## config.mk

```make
export PLATFORM = sky130hd
export DESIGN_NAME = imm_gen_pipe_flat
export DESIGN_NICKNAME = d
export VERILOG_FILES = /design/src/rtl/imm_gen_pipe_if.sv /design/src/rtl/imm_gen_pipe.sv /design/src/flat_wrapper.sv
export SDC_FILE = /design/constraint.sdc
export NUM_CORES = 1
export LEC_CHECK = 0
export ABC_AREA = 1
export BUFFER_PORTS_ARGS = -buffer_cell sky130_fd_sc_hd__buf_2
export CAP_MARGIN = 20
export CORE_ASPECT_RATIO = 1.1
export CORE_UTILIZATION = 36
export CTS_CLUSTER_SIZE = 8
export DETAILED_ROUTE_END_ITERATION = 8
export PLACE_DENSITY = 0.63
export RECOVER_POWER = 25
export SLEW_MARGIN = 40
export SYNTH_ARGS = -nofsm -noshare
export SYNTH_HDL_FRONTEND = slang
export SYNTH_SLANG_ARGS = --single-unit
```

## constraint.sdc

```tcl
create_clock -name clk -period 3.3 [get_ports clk]
set_clock_uncertainty 0.2 [all_clocks]
set_input_delay 0.33 -clock clk [delete_from_list [all_inputs] [get_ports clk]]
set_output_delay 0.33 -clock clk [all_outputs]
set_load 0.01 [all_outputs]
```

## src/rtl/imm_gen_pipe_if.sv

```systemverilog
// rtl/imm_gen_pipe_if.sv - handshake bundle for imm_gen_pipe: instruction in, immediate out
interface imm_gen_pipe_if #(
  parameter int XLEN  = 32,
  parameter int TAG_W = 5
);
  logic             in_valid;
  logic             in_ready;
  logic [24:0]      in_inst;
  logic [2:0]       in_sel;
  logic [TAG_W-1:0] in_tag;
  logic             out_valid;
  logic             out_ready;
  logic [XLEN-1:0]  out_imm;
  logic [TAG_W-1:0] out_tag;
  logic             out_illegal;

  modport master (
    output in_valid, in_inst, in_sel, in_tag, out_ready,
    input  in_ready, out_valid, out_imm, out_tag, out_illegal
  );

  modport slave (
    input  in_valid, in_inst, in_sel, in_tag, out_ready,
    output in_ready, out_valid, out_imm, out_tag, out_illegal
  );
endinterface

```

## src/rtl/imm_gen_pipe.sv

```systemverilog
// rtl/imm_gen_pipe.sv - registered RV32I/RV64I immediate generator with 2-entry skid FIFO
// Define IMM_ZIMM_EN to decode select 110 as the CSR uimm (zext of inst[19:15]).
module imm_gen_pipe #(
  parameter int XLEN  = 32,
  parameter int TAG_W = 5
) (
  input logic          clk,
  input logic          rst,
  imm_gen_pipe_if.slave bus
);
  logic [31:7]      b;
  logic [31:0]      raw;
  logic             use_sext;
  logic             ill_c;
  logic [XLEN-1:0]  imm_c;

  assign b = bus.in_inst;

  always_comb begin
    raw      = '0;
    use_sext = 1'b0;
    ill_c    = 1'b0;
    case (bus.in_sel)
      3'd0: begin use_sext = 1'b1; raw = {{20{b[31]}}, b[31:20]}; end
      3'd1: begin use_sext = 1'b1; raw = {{20{b[31]}}, b[31:25], b[11:7]}; end
      3'd2: begin use_sext = 1'b1; raw = {{19{b[31]}}, b[31], b[7], b[30:25], b[11:8], 1'b0}; end
      3'd3: begin use_sext = 1'b1; raw = {{11{b[31]}}, b[31], b[19:12], b[20], b[30:21], 1'b0}; end
      3'd4: begin use_sext = 1'b1; raw = {b[31:12], 12'b0}; end
      3'd5: raw = (XLEN == 32) ? {27'b0, b[24:20]} : {26'b0, b[25:20]};
`ifdef IMM_ZIMM_EN
      3'd6: raw = {27'b0, b[19:15]};
`else
      3'd6: ill_c = 1'b1;
`endif
      default: ill_c = 1'b1;
    endcase
    // raw is already a 32-bit two's-complement value; the cast widens it to XLEN
    if (use_sext) imm_c = XLEN'($signed(raw));
    else          imm_c = XLEN'(raw);
  end

  logic [XLEN-1:0]  mem_imm [2];
  logic [TAG_W-1:0] mem_tag [2];
  logic             mem_ill [2];
  logic             wr_ptr;
  logic             rd_ptr;
  logic [1:0]       count;
  logic [XLEN-1:0]  last_imm;
  logic [TAG_W-1:0] last_tag;
  logic             last_ill;
  logic             push;
  logic             pop;

  assign bus.in_ready  = (count != 2'd2) && !rst;
  assign bus.out_valid = (count != 2'd0);
  assign push          = bus.in_valid && bus.in_ready;
  assign pop           = bus.out_valid && bus.out_ready;

  // Once drained, the outputs keep showing the entry that left most recently.
  assign bus.out_imm     = bus.out_valid ? mem_imm[rd_ptr] : last_imm;
  assign bus.out_tag     = bus.out_valid ? mem_tag[rd_ptr] : last_tag;
  assign bus.out_illegal = bus.out_valid ? mem_ill[rd_ptr] : last_ill;

  always_ff @(posedge clk) begin
    if (rst) begin
      for (int i = 0; i < 2; i++) begin
        mem_imm[i] <= '0;
        mem_tag[i] <= '0;
        mem_ill[i] <= 1'b0;
      end
      wr_ptr   <= 1'b0;
      rd_ptr   <= 1'b0;
      count    <= 2'd0;
      last_imm <= '0;
      last_tag <= '0;
      last_ill <= 1'b0;
    end else begin
      if (push) begin
        mem_imm[wr_ptr] <= imm_c;
        mem_tag[wr_ptr] <= bus.in_tag;
        mem_ill[wr_ptr] <= ill_c;
        wr_ptr          <= ~wr_ptr;
      end
      if (pop) begin
        last_imm <= mem_imm[rd_ptr];
        last_tag <= mem_tag[rd_ptr];
        last_ill <= mem_ill[rd_ptr];
        rd_ptr   <= ~rd_ptr;
      end
      count <= count + 2'(push) - 2'(pop);
    end
  end
endmodule

```

## src/flat_wrapper.sv

```systemverilog
// flat-port wrapper written by rule: the top's interface ports become plain ports
module imm_gen_pipe_flat 
#(
  parameter int XLEN  = 32,
  parameter int TAG_W = 5
)
  (clk, rst, bus_in_valid, bus_in_inst, bus_in_sel, bus_in_tag, bus_out_ready, bus_in_ready, bus_out_valid, bus_out_imm, bus_out_tag, bus_out_illegal);
  imm_gen_pipe_if #(.XLEN(XLEN), .TAG_W(TAG_W)) bus_i ();
  input logic clk;
  input logic rst;
  input wire logic [$bits(bus_i.in_valid)-1:0] bus_in_valid;
  input wire logic [$bits(bus_i.in_inst)-1:0] bus_in_inst;
  input wire logic [$bits(bus_i.in_sel)-1:0] bus_in_sel;
  input wire logic [$bits(bus_i.in_tag)-1:0] bus_in_tag;
  input wire logic [$bits(bus_i.out_ready)-1:0] bus_out_ready;
  output wire logic [$bits(bus_i.in_ready)-1:0] bus_in_ready;
  output wire logic [$bits(bus_i.out_valid)-1:0] bus_out_valid;
  output wire logic [$bits(bus_i.out_imm)-1:0] bus_out_imm;
  output wire logic [$bits(bus_i.out_tag)-1:0] bus_out_tag;
  output wire logic [$bits(bus_i.out_illegal)-1:0] bus_out_illegal;
  assign bus_i.in_valid = bus_in_valid;
  assign bus_i.in_inst = bus_in_inst;
  assign bus_i.in_sel = bus_in_sel;
  assign bus_i.in_tag = bus_in_tag;
  assign bus_i.out_ready = bus_out_ready;
  assign bus_in_ready = bus_i.in_ready;
  assign bus_out_valid = bus_i.out_valid;
  assign bus_out_imm = bus_i.out_imm;
  assign bus_out_tag = bus_i.out_tag;
  assign bus_out_illegal = bus_i.out_illegal;
  imm_gen_pipe #(.XLEN(XLEN), .TAG_W(TAG_W)) u_core (.clk(clk), .rst(rst), .bus(bus_i));
endmodule
```

# Word level (Yosys, flattened, before mapping)
# Memory sizes are Yosys's and may differ from the RTL's. A register that Yosys moved wholly into a read port is not among the register bits.
# Cells that the tools add are included.
# Widths: inputs -> output; s select.
# op_classes
n_reduce_logical,10
mux,25
n_eq_ne,6
bitwise,2
add_sub_neg,2
# op_table
cell,n
$pmux 32 s6,1
$mux 32,2
$reduce_or 32->1,1
$mux 1,20
$mux 5,2
$eq 3x2->1 const B,2
$eq 3x3->1 const B,2
$reduce_or 6->1,1
$reduce_or 5->1,1
$eq 3x1->1 const B,1
$logic_and 1x1->1,3
$logic_not 3->1,1
$add 2x1->2,1
$ne 2x2->1 const B,1
$not 1->1,2
$reduce_bool 2->1,1
$sub 2x1->2,1
$logic_not 1->1,1
$reduce_or 1->1,1
# word_totals
memories,3
regBits,42
ram_bits,76
# mem_list
memory,depth,word_bits,rd,rd_ports_with_merged_regs,write_ports,line,rtl
u_core.mem_imm,2,32,1,1,2,imm_gen_pipe.sv:42,logic [XLEN-1:0] mem_imm [2];
u_core.mem_tag,2,5,1,1,2,imm_gen_pipe.sv:43,logic [TAG_W-1:0] mem_tag [2];
u_core.mem_ill,2,1,1,1,2,imm_gen_pipe.sv:44,logic mem_ill [2];

# Longest topological paths before layout
# depth
word_depth,8
ltp_mapped,10
ltp_nobuf,9

# Worst setup path before layout
# No wires, ideal clock.
# synth_path
path_kind,register -> register
from,register u_core.count[0]
to,memory u_core.mem_ill[0] (enable)
stages_incl_launch_ff,7
arrival_ns,1.854
path_buffers,2
setup_slack_ns,0.850
setup_time_ns,0.396
cell_sequence,dfxtp_1 > inv_2 > a21oi_2 > nand3_2 > buf_6 > buf_6 > nand2_1
# synth_rtl
item,line,rtl
"start, declared",imm_gen_pipe.sv:47,logic [1:0] count;
"start signal, assigned",imm_gen_pipe.sv:90,count <= count + 2'(push) - 2'(pop);
"end, declared",imm_gen_pipe.sv:44,

==> metrics.cfg <==
[logic_synthesis]
ys_top_cells_by_area=edfxtp_1 40%, nand2_1 17%, dfxtp_1 15%, inv_1 4.9%, a21oi_1 4.9%
ys.warnings.count=0
ys_ff_latch=119
synthDominantCellAreaShare_pct=40.3
synth_area_um2=5670
seq_area_frac_synth_pct=55.5
synth_nets=733
avgSynthCellArea_um2=8.16
yosysUniqueCellTypes=22
yosysTopAreaCell=edfxtp_1
netlist_instances=694

[hold_path]
hold_class=input port to flip-flop

[global_route]
antenna_found_initial=0
grt_pass1_wl_um=21300
grt_max_degree=51
grtUsageTotal_pct=17.4
grt_overflow_total=0
grt_pass1_vias=4062

[timing]
setup-tns-final_ps=0
rsz0062_at_grt=no
max_freq_mhz=394
fin_crit_ps=2540
drv_slew=0
max_slew_margin_pct=36.6
hold_violations=0
post-route-period-util_pct=76.9
worst_pin_slew_ps=950
setup_viol=0

[worst_setup_path]
cp_max_fo=23
crit_type=input port to flip-flop
crit_arrival_ps=2470
end_kind=flip-flop
cp.required_ps=3230
start_kind=input port

[clock_network]
cts_resized=0
clock_path_buffers=2
numCtsBuffers=17
cts.sinks=119
clockRootBuffer=clkbuf_16
clk_pin_slew_worst_paths_ps=60
cts_tree=built
insertion_delay_ps=410
holdBufCountCts=0
h-tree-depth=4
post-cts-setup-buffer-count=0

[pwr]
p_leak_nw=2.93
powerDensity_nw_per_um2=726
p_switching_mw=1.56
p_sw_share_pct=32.0
internal_power_mw=3.32
p_comb_share_pct=24.7
pwr-share-seq_pct=37.7
p_clk_share_pct=37.6
peakVddDrop_v=0.000332

[final_layout]
syn2layout_area_growth_pct=18.7
final_cell_area_um2=6730
mostFrequentLayoutCell=nand2_1
fill_cells=1500
nNetsFinal=794
drive_above_1_share_pct=17.1
num_antenna_cells=0
final_cell_mix=257 x nand2_1, 76 x inv_1, 76 x edfxtp_1

[die]
die_area_um2=16200
top_level_ports=77
die_h_um=134
row_count=47
initial_utilization_pct=37.2
die_w_um=122
core_area_um2=15200

[job]
drv_cap=0

[detailed_routing]
wl_met2_um=6160
drt_iter0_drc=309
wirelength_um=13200
wire_per_inst_um=13.6
via_per_inst=4.61
drcViolationCount=0
antenna_left=0
highest_layer=met4
dr.pass1.iters=4
wl_met1_um=6280
vias=4445
wl_met3_um=565

[placed_design]
dp_hpwl_um=8590
place.port_buffers=76
place_area_um2=6140
gp_congestion=0.800

[status]
outcome=completed

## final timing paths
kind                                         end                        startpoint  depth (start not counted)  slack (ps)
max          u_core.mem_imm[1][18]$_SDFFCE_PN0P_                     bus_in_sel[2]                          6         760
min                   u_core.wr_ptr$_SDFFE_PP0N_                      bus_in_valid                          3          40
max reg2reg           u_core.count[1]$_SDFF_PP0_        u_core.count[1]$_SDFF_PP0_                          9        1080
min reg2reg     u_core.last_imm[30]$_SDFFE_PP0P_  u_core.last_imm[30]$_SDFFE_PP0P_                          2         260
## state kept, by name (all words and copies together) (netlist names), named ones only
name and count:
u_core.last_ill 1, u_core.count 2, u_core.mem_ill 2, u_core.wr_ptr 1, u_core.rd_ptr 1, u_core.last_tag 5
u_core.mem_imm 64, u_core.last_imm 32, u_core.mem_tag 10
## final cells by class
class | instances | area, um2 | area share, %
sequential | 119 | 3140 | 46.7
tap | 196 | 245 | 3.65
inverter | 79 | 297 | 4.41
clock inverter | 8 | 95.1 | 1.41
clock buffer | 24 | 502 | 7.46
timing repair buffer | 84 | 462 | 6.86
multi-input combinational | 454 | 1980 | 29.5
## cell usage after synthesis (all sizes together)
master  count
nand2     259
inv        79
edfxtp     76
a21oi      66
o21ai      47
dfxtp      43
nor2       43
buf        31
nand3      19
nor3       12
clkbuf     11
nand4       5
ha          2
xor2        1
## cell families after synthesis
family                     after synthesis  share of synthesized area [%]
buffers and inverters                  121                           9.34
adders and majority gates                2                          0.442
xor gates and xnor gates                 1                          0.155
DFF                                    119                           55.5
AOI/OAI and AO/OA                      113                           10.7
and+or+nand+nor                        338                           23.9
## through the flow
step                instances  utilization [%]  hold WS, ps  worst slack, ps  power [mW]
floorplan                 694                -          225              850        2.70
global placement          932             40.3          237              978        3.09
detailed placement        932             40.3          248              955        3.10
CTS                       964             44.3         24.6              794        4.94
global route              964             44.2         32.8              468        5.16
finish                    964             44.2         40.3              763        4.88
## power groups by stage
| stage | sequential, mW | clock (mW) | combinational, mW |
|---|---|---|---|
| floorplan | 1.84 | 0 | 0.858 |
| global route | 1.86 | 1.94 | 1.37 |
| global placement | 1.87 | 0 | 1.22 |
| finish | 1.84 | 1.84 | 1.21 |
| CTS | 1.84 | 1.86 | 1.23 |
| detailed placement | 1.87 | 0 | 1.23 |
## critical path, cell delays in order
cell and delay [ps]:
clkbuf_1 690, inv_1 310, nand2_1 350, inv_1 90, nand2_1 530, a21oi_1 160
## layer usage
| metal | global-route usage [%] | up-vias |
|---|---|---|
| met5 | 0 | - |
| met4 | 6.04 | 0 |
| li1 | - | 2332 |
| met3 | 4.28 | 10 |
| met2 | 27.2 | 109 |
| met1 | 23.5 | 1994 |
(Power assumes the default switching activity.)
